--- config.mk ---
export PLATFORM = sky130hd
export DESIGN_NAME = dl_deparser
export DESIGN_NICKNAME = d
export VERILOG_FILES = /design/src/rtl/dl_deparser_pkg.sv /design/src/rtl/dl_strb_shift.sv /design/src/rtl/dl_deparser.sv
export SDC_FILE = /design/constraint.sdc
export NUM_CORES = 1
export LEC_CHECK = 0
export CORE_MARGIN = 2
export CORE_UTILIZATION = 46
export CTS_BUF_LIST = sky130_fd_sc_hd__clkbuf_8 sky130_fd_sc_hd__clkbuf_16
export CTS_CLUSTER_DIAMETER = 120
export DETAILED_ROUTE_END_ITERATION = 8
export PLACE_DENSITY = 0.92
export SLEW_MARGIN = 20
export SYNTH_ARGS = -nofsm -noshare
export SYNTH_HDL_FRONTEND = slang
export SYNTH_HIERARCHICAL = 1
export SYNTH_SLANG_ARGS = --single-unit
--- constraint.sdc ---
create_clock -name asclk -period 2.1 [get_ports asclk]
set_input_delay 0.63 -clock asclk [delete_from_list [all_inputs] [get_ports asclk]]
set_output_delay 0.63 -clock asclk [all_outputs]
set_load 0.005 [all_outputs]
--- src/rtl/dl_deparser_pkg.sv ---
// Shared types and constants for the Ethernet/VLAN header deparser.
// The DL_DEPARSER_VLAN_EN macro (see dl_deparser.sv) enables the tagged path.
package dl_deparser_pkg;

    localparam int          DATA_W         = 64;
    localparam int          KEEP_W         = DATA_W / 8;
    localparam logic [15:0] TPID_DEFAULT   = 16'h8100;
    localparam int          ETH_HDR_BYTES  = 14;
    localparam int          VLAN_HDR_BYTES = 4;

    // Payload bytes that share a beat with the header tail on each path
    localparam int SFT16_NEW = 2 * KEEP_W - ETH_HDR_BYTES;
    localparam int SFT48_NEW = 3 * KEEP_W - ETH_HDR_BYTES - VLAN_HDR_BYTES;

    typedef enum logic [3:0] {
        IDLE,
        HDR0,
        HDR1,
        SFT16_MORE,
        SFT16_LAST,
        HDR1V,
        HDR2V,
        SFT48_MORE,
        SFT48_LAST
    } state_e;

    function automatic logic [DATA_W-1:0] mask_bytes(input logic [DATA_W-1:0] d,
                                                     input logic [KEEP_W-1:0] s);
        logic [DATA_W-1:0] m;
        for (int i = 0; i < KEEP_W; i++) m[i*8 +: 8] = s[i] ? d[i*8 +: 8] : 8'h00;
        return m;
    endfunction

endpackage

--- src/rtl/dl_strb_shift.sv ---
// Merges a residue of (8-NEW_BYTES) bytes with the top NEW_BYTES of a payload
// beat; also yields the next residue and the strobe of a possible extra beat.
module dl_strb_shift
    import dl_deparser_pkg::*;
#(
    parameter int NEW_BYTES = 2
) (
    input  logic [(KEEP_W-NEW_BYTES)*8-1:0] res_data,
    input  logic [DATA_W-1:0]               in_data,
    input  logic [KEEP_W-1:0]               in_strb,
    output logic [DATA_W-1:0]               mrg_data,
    output logic [KEEP_W-1:0]               mrg_strb,
    output logic [(KEEP_W-NEW_BYTES)*8-1:0] nxt_res,
    output logic [KEEP_W-1:0]               lst_strb,
    output logic                            extra
);
    localparam int RB = KEEP_W - NEW_BYTES;

    assign mrg_data = {res_data, in_data[DATA_W-1 -: NEW_BYTES*8]};
    assign mrg_strb = {{RB{1'b1}}, in_strb[KEEP_W-1 -: NEW_BYTES]};
    assign nxt_res  = in_data[RB*8-1:0];
    assign lst_strb = {in_strb[RB-1:0], {NEW_BYTES{1'b0}}};
    // A byte beyond the merged window is valid: the frame needs one more beat
    assign extra    = in_strb[RB-1];

endmodule

--- src/rtl/dl_deparser.sv ---
// Prepends dst|src|[TPID|tag]|ethtype to a 64-bit payload stream.
// Define DL_DEPARSER_VLAN_EN to build the VLAN-tag insertion path.
module dl_deparser
    import dl_deparser_pkg::*;
#(
    parameter int          C_AXIS_DATA_WIDTH = DATA_W,
    parameter logic [15:0] TPID              = TPID_DEFAULT
) (
    input  logic                           asclk,
    input  logic                           aresetn,
    input  logic                           hdr_valid,
    output logic                           hdr_ready,
    input  logic [47:0]                    dl_dst,
    input  logic [47:0]                    dl_src,
    input  logic [15:0]                    dl_ethtype,
    input  logic [15:0]                    dl_vlantag,
    input  logic                           vlan_en,
    input  logic [C_AXIS_DATA_WIDTH-1:0]   pl_data,
    input  logic [C_AXIS_DATA_WIDTH/8-1:0] pl_strb,
    input  logic                           pl_valid,
    input  logic                           pl_last,
    output logic                           pl_ready,
    output logic [C_AXIS_DATA_WIDTH-1:0]   tx_data,
    output logic [C_AXIS_DATA_WIDTH/8-1:0] tx_strb,
    output logic                           tx_valid,
    output logic                           tx_last,
    input  logic                           tx_ready,
    output logic [31:0]                    deparse_cnt,
    output logic [31:0]                    vlan_cnt
);
    state_e              state_q, state_d;
    logic                hdr_ready_q, hdr_ready_d;
    logic                tx_valid_q, tx_valid_d, tx_last_q, tx_last_d;
    logic [DATA_W-1:0]   tx_data_q, tx_data_d;
    logic [KEEP_W-1:0]   tx_strb_q, tx_strb_d, lst_strb_q, lst_strb_d;
    logic [47:0]         res48_q, res48_d;
    logic [31:0]         deparse_cnt_q, deparse_cnt_d;
    logic                can_load, fin, pl_ready_c;

    logic [DATA_W-1:0]   s16_data;
    logic [KEEP_W-1:0]   s16_strb, s16_lst;
    logic [47:0]         s16_res;
    logic                s16_extra;

    dl_strb_shift #(.NEW_BYTES(SFT16_NEW)) u_sft16 (
        .res_data(res48_q), .in_data(pl_data), .in_strb(pl_strb),
        .mrg_data(s16_data), .mrg_strb(s16_strb), .nxt_res(s16_res),
        .lst_strb(s16_lst), .extra(s16_extra)
    );

`ifdef DL_DEPARSER_VLAN_EN
    logic [15:0]         res16_q, res16_d, tag_q, tag_d;
    logic [31:0]         src_lo_q, src_lo_d, vlan_cnt_q, vlan_cnt_d;
    logic                vlan_q, vlan_d;
    logic [DATA_W-1:0]   s48_data;
    logic [KEEP_W-1:0]   s48_strb, s48_lst;
    logic [15:0]         s48_res;
    logic                s48_extra;

    dl_strb_shift #(.NEW_BYTES(SFT48_NEW)) u_sft48 (
        .res_data(res16_q), .in_data(pl_data), .in_strb(pl_strb),
        .mrg_data(s48_data), .mrg_strb(s48_strb), .nxt_res(s48_res),
        .lst_strb(s48_lst), .extra(s48_extra)
    );
    assign vlan_cnt = vlan_cnt_q;
`else
    logic unused_vlan;
    assign unused_vlan = ^{vlan_en, dl_vlantag, TPID};
    assign vlan_cnt    = 32'd0;
`endif

    always_comb begin
        // A held tx_last beat blocks further loads until it is accepted
        can_load      = (!tx_valid_q || tx_ready) && !(tx_valid_q && tx_last_q);
        fin           = tx_valid_q && tx_ready && tx_last_q;
        state_d       = state_q;
        tx_valid_d    = tx_valid_q && !tx_ready;
        tx_last_d     = tx_last_q;
        tx_data_d     = tx_data_q;
        tx_strb_d     = tx_strb_q;
        res48_d       = res48_q;
        lst_strb_d    = lst_strb_q;
        deparse_cnt_d = deparse_cnt_q;
        pl_ready_c    = 1'b0;
`ifdef DL_DEPARSER_VLAN_EN
        res16_d       = res16_q;
        tag_d         = tag_q;
        src_lo_d      = src_lo_q;
        vlan_d        = vlan_q;
        vlan_cnt_d    = vlan_cnt_q;
`endif
        case (state_q)
            IDLE: if (hdr_valid && hdr_ready_q) begin
                tx_valid_d = 1'b1;
                tx_last_d  = 1'b0;
                tx_data_d  = {dl_dst, dl_src[47:32]};
                tx_strb_d  = '1;
                // Header tail is preloaded as the residue of the first merge
                res48_d    = {dl_src[31:0], dl_ethtype};
                state_d    = HDR1;
`ifdef DL_DEPARSER_VLAN_EN
                res16_d    = dl_ethtype;
                tag_d      = dl_vlantag;
                src_lo_d   = dl_src[31:0];
                vlan_d     = vlan_en;
                if (vlan_en) state_d = HDR1V;
`endif
            end
            HDR1, SFT16_MORE: begin
                pl_ready_c = can_load;
                if (can_load && pl_valid) begin
                    tx_valid_d = 1'b1;
                    res48_d    = s16_res;
                    lst_strb_d = s16_lst;
                    state_d    = (pl_last && s16_extra) ? SFT16_LAST : SFT16_MORE;
                    tx_last_d  = pl_last && !s16_extra;
                    tx_strb_d  = tx_last_d ? s16_strb : '1;
                    tx_data_d  = mask_bytes(s16_data, tx_strb_d);
                end
            end
            SFT16_LAST: if (can_load) begin
                tx_valid_d = 1'b1;
                tx_last_d  = 1'b1;
                tx_strb_d  = lst_strb_q;
                tx_data_d  = mask_bytes({res48_q, 16'h0}, lst_strb_q);
            end
`ifdef DL_DEPARSER_VLAN_EN
            HDR1V: if (can_load) begin
                tx_valid_d = 1'b1;
                tx_data_d  = {src_lo_q, TPID, tag_q};
                tx_strb_d  = '1;
                state_d    = HDR2V;
            end
            HDR2V, SFT48_MORE: begin
                pl_ready_c = can_load;
                if (can_load && pl_valid) begin
                    tx_valid_d = 1'b1;
                    res16_d    = s48_res;
                    lst_strb_d = s48_lst;
                    state_d    = (pl_last && s48_extra) ? SFT48_LAST : SFT48_MORE;
                    tx_last_d  = pl_last && !s48_extra;
                    tx_strb_d  = tx_last_d ? s48_strb : '1;
                    tx_data_d  = mask_bytes(s48_data, tx_strb_d);
                end
            end
            SFT48_LAST: if (can_load) begin
                tx_valid_d = 1'b1;
                tx_last_d  = 1'b1;
                tx_strb_d  = lst_strb_q;
                tx_data_d  = mask_bytes({res16_q, 48'h0}, lst_strb_q);
            end
`endif
            default: ;
        endcase
        if (fin) begin
            state_d       = IDLE;
            tx_last_d     = 1'b0;
            deparse_cnt_d = deparse_cnt_q + 32'd1;
`ifdef DL_DEPARSER_VLAN_EN
            if (vlan_q) vlan_cnt_d = vlan_cnt_q + 32'd1;
`endif
        end
        hdr_ready_d = (state_d == IDLE);
    end

    always_ff @(posedge asclk or negedge aresetn) begin
        if (!aresetn) begin
            state_q       <= IDLE;
            hdr_ready_q   <= 1'b0;
            tx_valid_q    <= 1'b0;
            tx_last_q     <= 1'b0;
            tx_data_q     <= '0;
            tx_strb_q     <= '0;
            res48_q       <= '0;
            lst_strb_q    <= '0;
            deparse_cnt_q <= '0;
`ifdef DL_DEPARSER_VLAN_EN
            res16_q       <= '0;
            tag_q         <= '0;
            src_lo_q      <= '0;
            vlan_q        <= 1'b0;
            vlan_cnt_q    <= '0;
`endif
        end else begin
            state_q       <= state_d;
            hdr_ready_q   <= hdr_ready_d;
            tx_valid_q    <= tx_valid_d;
            tx_last_q     <= tx_last_d;
            tx_data_q     <= tx_data_d;
            tx_strb_q     <= tx_strb_d;
            res48_q       <= res48_d;
            lst_strb_q    <= lst_strb_d;
            deparse_cnt_q <= deparse_cnt_d;
`ifdef DL_DEPARSER_VLAN_EN
            res16_q       <= res16_d;
            tag_q         <= tag_d;
            src_lo_q      <= src_lo_d;
            vlan_q        <= vlan_d;
            vlan_cnt_q    <= vlan_cnt_d;
`endif
        end
    end

    assign hdr_ready   = hdr_ready_q;
    assign pl_ready    = pl_ready_c;
    assign tx_valid    = tx_valid_q;
    assign tx_last     = tx_last_q;
    assign tx_data     = tx_data_q;
    assign tx_strb     = tx_strb_q;
    assign deparse_cnt = deparse_cnt_q;

endmodule
# Word level (Yosys, flattened, before mapping)
# Index checks and enable logic that the tools add are counted.
[totals]
latchBits = 0
register_bits = 165
n_memories = 0
ram_bits = 0
mem_bits_ro = 0
[classes]
n_eq_ne = 9
mul = 0
shifts = 0
n_reduce_logical = 24
bitwise = 0
n_addsub = 1
n_lt_le_gt_ge = 0
div = 0
muxes = 41
[ops]
columns = ["cell", "n"]
rows = [
  ["64-bit two-way mux", 3],
  ["64-bit case mux with 3 select lines", 1],
  ["8-bit two-way mux", 17],
  ["48-bit two-way mux", 2],
  ["48-bit case mux with 2 select lines", 1],
  ["32-bit by 1-bit adder with 32-bit output (second input constant)", 1],
  ["8-bit case mux with 3 select lines", 1],
  ["4-bit two-way mux", 3],
  ["1-bit logical AND", 9],
  ["3-bit inequality test (second input constant)", 3],
  ["4-bit by 2-bit == test with 1-bit output (second input constant)", 2],
  ["4-bit logical NOT", 2],
  ["1-bit two-way mux", 8],
  ["4-bit case mux with 2 select lines", 1],
  ["4-bit AND reduction", 2],
  ["2-bit inequality test (second input constant)", 3],
  ["1-bit case mux with 3 select lines", 2],
  ["4-bit by 3-bit == test with 1-bit output (second input constant)", 1],
  ["1-bit logical NOT", 4],
  ["4-bit nonzero test", 1],
  ["3-bit two-way mux", 1],
  ["3-bit AND reduction", 1],
  ["3-bit nonzero test", 1],
  ["2-bit two-way mux", 1],
  ["other kinds (4)", 4],
]

# Logic depth before layout (Yosys ltp)
# Gate-level depths: netlist (run 1).
[logic_depth]
depth_word = 8
mapped_depth = 8
depth_no_buf = 5

# Modules after synthesis
# The synthesis (run 1) kept the hierarchy.
[by_module_without_submodules]
columns = ["module", "area_each_um2", "n_inst", "seq_area_each_um2", "cells_each"]
rows = [
  ["dl_deparser", 8534.4, 1, 4179.0, 686],
  ["dl_strb_shift", 975.9, 1, 0.0, 131],
]

# Worst setup path before layout (run 1)
# No wires, ideal clock.
[synth_timing]
path_kind = "input -> register"
startpoint = "in pl_strb[5]"
endpoint = "reg tx_strb_q[0], in the netlist tx_strb[0]"
n_path_buf = 3
setup_time_ns = 0.125
arrival_time_ns = 1.881
path_slack_ns = 0.095
required_time_ns = 1.975
path_stages = 7
path_cell_list = "buf_4 > nand2b_1 > clkbuf_1 > o21a_1 > buf_1 > a211o_1 > mux2_2"
[synth_between]
elab_chain_cells = 5
[synth_rtl]
columns = ["item", "line_no", "text"]
rows = [
  ["start: declaration", "dl_deparser.sv:19", "input logic [C_AXIS_DATA_WIDTH/8-1:0] pl_strb,"],
  ["1-bit logical NOT", "dl_deparser.sv:116", "tx_last_d = pl_last && !s16_extra;"],
  ["1-bit logical AND", "dl_deparser.sv:116", ""],
  ["2-bit two-way mux", "dl_deparser.sv:117", "tx_strb_d = tx_last_d ? s16_strb : '1;"],
  ["8-bit two-way mux", "dl_deparser.sv:111", "if (can_load && pl_valid) begin"],
  ["8-bit case mux with 3 select lines", "dl_deparser.sv:92", "case (state_q)"],
  ["end signal: assignment", "dl_deparser.sv:190", "tx_strb_q <= tx_strb_d;"],
  ["end: declaration", "dl_deparser.sv:35", "logic [KEEP_W-1:0] tx_strb_q, tx_strb_d, lst_strb_q, lst_strb_d;"],
]
# Every way passes these cells. The select of a mux whose other input is x is not followed.
# A chain may end at the register's enable or synchronous reset.

# Final worst setup path (run 1)
[layout_timing]
startpoint = "reg state_q[1]"
endpoint = "out pl_ready"
[layout_between]
elab_chain_cells = 3
elab_cells_between_ends = 4
[layout_rtl]
columns = ["item", "line_no", "text"]
rows = [
  ["start: declaration", "dl_deparser.sv:31", "state_e state_q, state_d;"],
  ["start signal: assignment", "dl_deparser.sv:185", "state_q <= state_d;"],
  ["4-bit by 2-bit == test with 1-bit output", "dl_deparser.sv:92", ""],
  ["2-bit OR reduction *", "dl_deparser.sv:92", ""],
  ["1-bit two-way mux *", "dl_deparser.sv:92", ""],
  ["end: declaration", "dl_deparser.sv:22", "output logic pl_ready,"],
]
# Mark *: on every way between the ends. The rest lies on a longest branch, timed or not.

==> metrics.txt, run 1 <==
# TYPE chip_impl_metric gauge
chip_impl_metric{name="yosysTopAreaCellShare",unit="%"} 43.9
chip_impl_info{name="synth.largest_area_cell",value="sky130_fd_sc_hd__dfrtp_1"} 1
chip_impl_info{name="rsz_0062_raised_after_global_routing",value="yes"} 1
chip_impl_metric{name="place.port_buffers",unit=""} 297
chip_impl_metric{name="register_area",unit="sq um"} 4190
chip_impl_metric{name="avgRoutedWirePerCell",unit="microns"} 18.9
chip_impl_info{name="hp-class",value="primary input to async pin"} 1
chip_impl_metric{name="syn_area",unit="sq um"} 9510
chip_impl_metric{name="ir_drop",unit="V"} 0.000727
chip_impl_metric{name="worst_pin_slew",unit="ns"} 0.526
chip_impl_metric{name="timing.slew.headroom",unit="%"} 64.9
chip_impl_metric{name="syn_to_final_growth",unit="%"} 33.9
chip_impl_metric{name="max_freq",unit="MHz"} 479
chip_impl_metric{name="final_min_period",unit="ns"} 2.09
chip_impl_metric{name="synth_cell_type_count",unit=""} 47
chip_impl_metric{name="post-dp-hpwl",unit="microns"} 18600
chip_impl_metric{name="post-route-util",unit="%"} 62.9
chip_impl_metric{name="grt_util_all_layers",unit="%"} 22.5
chip_impl_metric{name="asyncSetResetFlopFracSynth",unit="%"} 100
chip_impl_info{name="worst_r2r_startpoint",value="state_q[3]$_DFF_PN0_"} 1
chip_impl_metric{name="ctsHoldBuffers",unit=""} 0
chip_impl_metric{name="htreeDepth",unit=""} 4
chip_impl_metric{name="multi_input_combinational_cell_area",unit="sq um"} 3880
chip_impl_metric{name="cp_data_arrival_time",unit="ns"} 1.46
chip_impl_metric{name="synth_area_per_cell",unit="sq um"} 11.6
chip_impl_metric{name="gp_congestion",unit=""} 0.819
chip_impl_metric{name="largest_net_degree_at_the_start_of_global_routing",unit=""} 42
chip_impl_metric{name="nets",unit=""} 1232
chip_impl_metric{name="worstRegToRegCells",unit=""} 6
chip_impl_info{name="tritoncts_clock_tree",value="yes"} 1
chip_impl_metric{name="post_synth_inst_count",unit=""} 817
chip_impl_metric{name="cts.clk_slew.worst_paths",unit="ns"} 0.07
chip_impl_metric{name="core_area",unit="sq um"} 20200
chip_impl_metric{name="grt_first_pass_wirelength",unit="microns"} 38400
chip_impl_metric{name="grt_antenna_before_repair",unit=""} 0
chip_impl_info{name="violations_in_the_final_reports",value="DRC"} 1
chip_impl_info{name="startpoint_type_of_the_worst_setup_path",value="register"} 1
chip_impl_metric{name="totalWireLength",unit="microns"} 24700
chip_impl_metric{name="dp.cells",unit=""} 1275
chip_impl_metric{name="cts-buffers-inserted",unit=""} 17
chip_impl_info{name="critical_path.endpoint_type",value="output pin"} 1
chip_impl_metric{name="timing.critical_path.fanout_max",unit=""} 5
chip_impl_info{name="synth_top_flop_cell",value="sky130_fd_sc_hd__dfrtp_1"} 1
chip_impl_metric{name="filler_free_cell_count_of_the_finished_design",unit=""} 1307
chip_impl_metric{name="antenna_violating_nets_post_route",unit=""} 0
chip_impl_metric{name="drt-initial-drc-count",unit=""} 632
chip_impl_metric{name="post-route-drc-count",unit=""} 18
chip_impl_metric{name="fin_skew",unit="ns"} 0.0107
chip_impl_metric{name="num_antenna_cells",unit=""} 0
chip_impl_metric{name="io-pin-count",unit=""} 347
chip_impl_metric{name="clk_path_buf_depth",unit=""} 2
chip_impl_metric{name="first_global_vias",unit=""} 7094
chip_impl_metric{name="power.density_cell_area",unit="nW/um^2"} 1260
chip_impl_metric{name="layout-drive-gt1-share",unit="%"} 20.7
chip_impl_metric{name="postSynthRegisterBits",unit=""} 167
chip_impl_metric{name="number_of_synthesized_flops_with_an_enable_pin",unit=""} 0
chip_impl_metric{name="worst_skew_pair.late_latency",unit="ns"} 0.42
chip_impl_metric{name="die-width",unit="microns"} 148
chip_impl_info{name="post_synth_main_area_contributors",value="sky130_fd_sc_hd__dfrtp_1 (44%), sky130_fd_sc_hd__buf_4 (13%), sky130_fd_sc_hd__mux2_2 (10%), sky130_fd_sc_hd__mux2i_1 (5.2%), sky130_fd_sc_hd__a222oi_1 (5.1%)"} 1
chip_impl_metric{name="worst_hold_slack_across_all_endpoints",unit="ns"} 0.0914
chip_impl_metric{name="placementRows",unit=""} 52
chip_impl_info{name="r2r-end",value="tx_data[0]$_DFFE_PN0P_"} 1
chip_impl_info{name="worstSetupPathType",value="register to output pin"} 1
chip_impl_metric{name="num-fill-cells",unit=""} 1555
chip_impl_metric{name="area_of_the_die",unit="sq um"} 21800
chip_impl_metric{name="dr_total_vias",unit=""} 6880
chip_impl_metric{name="finalCritPeriodShare",unit="%"} 99.4
chip_impl_metric{name="setup_violations",unit=""} 0
chip_impl_metric{name="hold_violations",unit=""} 0
chip_impl_metric{name="clkSinkCount",unit=""} 167
chip_impl_metric{name="viasPerCell",unit=""} 5.26
chip_impl_metric{name="yosysWarnings",unit=""} 6
chip_impl_metric{name="worst-r2r-setup-slack",unit="ns"} 0.05
chip_impl_metric{name="gr_overflow_total",unit=""} 0
chip_impl_metric{name="slew_viol_final",unit=""} 0
chip_impl_metric{name="drtPass1Iterations",unit=""} 9
chip_impl_metric{name="synth-seq-area-share",unit="%"} 43.9
chip_impl_info{name="status",value="finished with violations"} 1
chip_impl_metric{name="worst_ep_required_time",unit="ns"} 1.47
chip_impl_metric{name="initial_utilization",unit="%"} 47.0
chip_impl_info{name="clk_root_buffer_cell",value="sky130_fd_sc_hd__clkbuf_16"} 1
chip_impl_info{name="crit_path_start",value="state_q[1]$_DFF_PN0_"} 1
chip_impl_metric{name="cap_viol_max_count",unit=""} 0
chip_impl_metric{name="fp.dieH",unit="microns"} 148
chip_impl_metric{name="total_leakage_power",unit="nW"} 5.83
chip_impl_metric{name="stdcell_area",unit="sq um"} 12700
chip_impl_metric{name="dpl_cell_area",unit="sq um"} 12100
## layout make-up
| class | instances | area share, % |
|---|---|---|
| Sequential cell | 167 | 32.9 |
| Multi-Input combinational cell | 434 | 30.5 |
| Inverter | 51 | 1.50 |
| Clock buffer | 17 | 3.34 |
| Clock inverter | 15 | 1.20 |
| Timing Repair Buffer | 353 | 27.9 |
| Tap cell | 270 | 2.65 |
## report_power, final
group | internal [mW] | total [mW] | switching [mW]
combinational | 4.47 | 7.51 | 3.04
clock | 1.76 | 3.10 | 1.34
sequential | 4.57 | 5.46 | 0.885
## synth_stat cells, types with 2 or more instances
| cell | number |
|---|---|
| sky130_fd_sc_hd__o21a_1 | 9 |
| sky130_fd_sc_hd__nor3_1 | 4 |
| sky130_fd_sc_hd__clkbuf_1 | 13 |
| sky130_fd_sc_hd__buf_4 | 167 |
| sky130_fd_sc_hd__or3_1 | 6 |
| sky130_fd_sc_hd__o21ai_0 | 3 |
| sky130_fd_sc_hd__nor2b_1 | 2 |
| sky130_fd_sc_hd__o211ai_1 | 2 |
| sky130_fd_sc_hd__a211o_1 | 2 |
| sky130_fd_sc_hd__nand2_1 | 14 |
| sky130_fd_sc_hd__a222oi_1 | 48 |
| sky130_fd_sc_hd__dfrtp_1 | 167 |
| sky130_fd_sc_hd__mux2i_1 | 49 |
| sky130_fd_sc_hd__nor4_1 | 5 |
| sky130_fd_sc_hd__mux2_1 | 20 |
| sky130_fd_sc_hd__nand4_1 | 14 |
| sky130_fd_sc_hd__xnor2_1 | 19 |
| sky130_fd_sc_hd__xor2_1 | 12 |
| sky130_fd_sc_hd__a21oi_1 | 2 |
| sky130_fd_sc_hd__nor2_1 | 7 |
| sky130_fd_sc_hd__buf_6 | 5 |
| sky130_fd_sc_hd__nand2b_1 | 2 |
| sky130_fd_sc_hd__conb_1 | 3 |
| sky130_fd_sc_hd__mux2_4 | 21 |
| sky130_fd_sc_hd__nor4b_2 | 2 |
| sky130_fd_sc_hd__inv_1 | 51 |
| sky130_fd_sc_hd__buf_2 | 13 |
| sky130_fd_sc_hd__buf_1 | 4 |
| sky130_fd_sc_hd__and2_1 | 10 |
| sky130_fd_sc_hd__a22o_1 | 17 |
| sky130_fd_sc_hd__nand3_1 | 10 |
| sky130_fd_sc_hd__and3_1 | 7 |
| sky130_fd_sc_hd__mux2_2 | 87 |
| sky130_fd_sc_hd__and4_1 | 7 |
## worst max-delay path by stage
| stage | end | cells past startpoint |
|---|---|---|
| after floorplan | tx_strb[0]$_DFFE_PN0P_ | 7 |
| final | pl_ready | 3 |
| after detailed placement | pl_ready | 4 |
| after CTS | res48_q[13]$_DFFE_PN0P_ | 5 |
| after global routing | pl_ready | 3 |
| after global placement | pl_ready | 4 |
## critical path: stages, from the launching register on
cell and delay, ns:
sky130_fd_sc_hd__dfrtp_2 0.42, sky130_fd_sc_hd__nor3b_4 0.25, sky130_fd_sc_hd__a21boi_4 0.23, sky130_fd_sc_hd__buf_2 0.15
## state kept, by name, indices dropped and copies added (netlist names)
register     count
res48_q         48
state_q          4
tx_valid         1
hdr_ready        1
deparse_cnt     32
lst_strb_q       8
tx_data         64
tx_strb          8
tx_last          1
## kinds of logic (layout without fill, tap and decap cells)
logic type      count (synthesis)  in the layout  synth area share (%)
other cells                     3             40                 0.118
buf+inv                       253            436                  17.1
compound gates                 89             89                  8.54
fa+ha+maj                       1              1                 0.132
mux                           177            177                  21.1
xor+xnor                       31             31                  2.85
flops                         167            167                  43.9
simple gates                   96             96                  6.13
## cell usage in the layout (no fill, tap or decap), types with 3 or more instances in the layout
cell	count
sky130_fd_sc_hd__dfrtp_2	9
sky130_fd_sc_hd__clkbuf_16	17
sky130_fd_sc_hd__inv_1	53
sky130_fd_sc_hd__clkdlybuf4s50_1	293
sky130_fd_sc_hd__buf_12	12
sky130_fd_sc_hd__and2_1	10
sky130_fd_sc_hd__o21a_1	9
sky130_fd_sc_hd__nand2_1	14
sky130_fd_sc_hd__mux2_1	20
sky130_fd_sc_hd__buf_6	4
sky130_fd_sc_hd__nor2_1	7
sky130_fd_sc_hd__nand4_1	14
sky130_fd_sc_hd__and3_1	7
sky130_fd_sc_hd__clkinv_2	3
sky130_fd_sc_hd__xor2_1	12
sky130_fd_sc_hd__buf_4	41
sky130_fd_sc_hd__a22o_1	16
sky130_fd_sc_hd__mux2i_1	48
sky130_fd_sc_hd__a222oi_1	48
sky130_fd_sc_hd__and4_1	7
sky130_fd_sc_hd__mux2_2	87
sky130_fd_sc_hd__nor3_1	4
sky130_fd_sc_hd__o21ai_0	3
sky130_fd_sc_hd__mux2_4	21
sky130_fd_sc_hd__nor4_1	5
sky130_fd_sc_hd__or3_1	6
sky130_fd_sc_hd__dfrtp_1	158
sky130_fd_sc_hd__nand3_1	10
sky130_fd_sc_hd__conb_1	40
sky130_fd_sc_hd__inv_6	5
sky130_fd_sc_hd__xnor2_1	19
## stage by stage
stage	total power, mW	setup TNS [ns]	setup WS (ns)
floorplan	10.2	0	0.0946
global placement	12.7	-43.88	-0.545
detailed placement	13.0	-50.42	-0.553
CTS	16.1	-0.392	-0.0355
global route	17.0	-0.0459	-0.0459
finish	16.1	0	0.0128
## per-layer routing
layer | global-route usage [%] | vias up | share of wire, %
li1 | - | 3141 | -
met1 | 27.4 | 3409 | 40
met2 | 40.5 | 299 | 52
met3 | 5.25 | 31 | 6.4
met4 | 5.53 | 0 | 1.7
met5 | 0 | - | 0
## repair_timing
item	CTS	global route
endpoints found under the hold margin	0	0
setup endpoints to repair	22	69
pin swaps	1	2
resized for setup	7	13
buffers inserted	0	0
Power figures use the tool's default switching activity.
==> run 2: changes to the inputs <==
--- a/config.mk
+++ b/config.mk
@@ -9,6 +9,7 @@
 export CORE_UTILIZATION = 46
 export CTS_BUF_LIST = sky130_fd_sc_hd__clkbuf_8 sky130_fd_sc_hd__clkbuf_16
 export CTS_CLUSTER_DIAMETER = 120
+export CTS_CLUSTER_SIZE = 12
 export DETAILED_ROUTE_END_ITERATION = 8
 export PLACE_DENSITY = 0.92
 export SLEW_MARGIN = 20
==> results of run 2 <==
No change in the layout: final DEF, timing and power equal those of run 1.
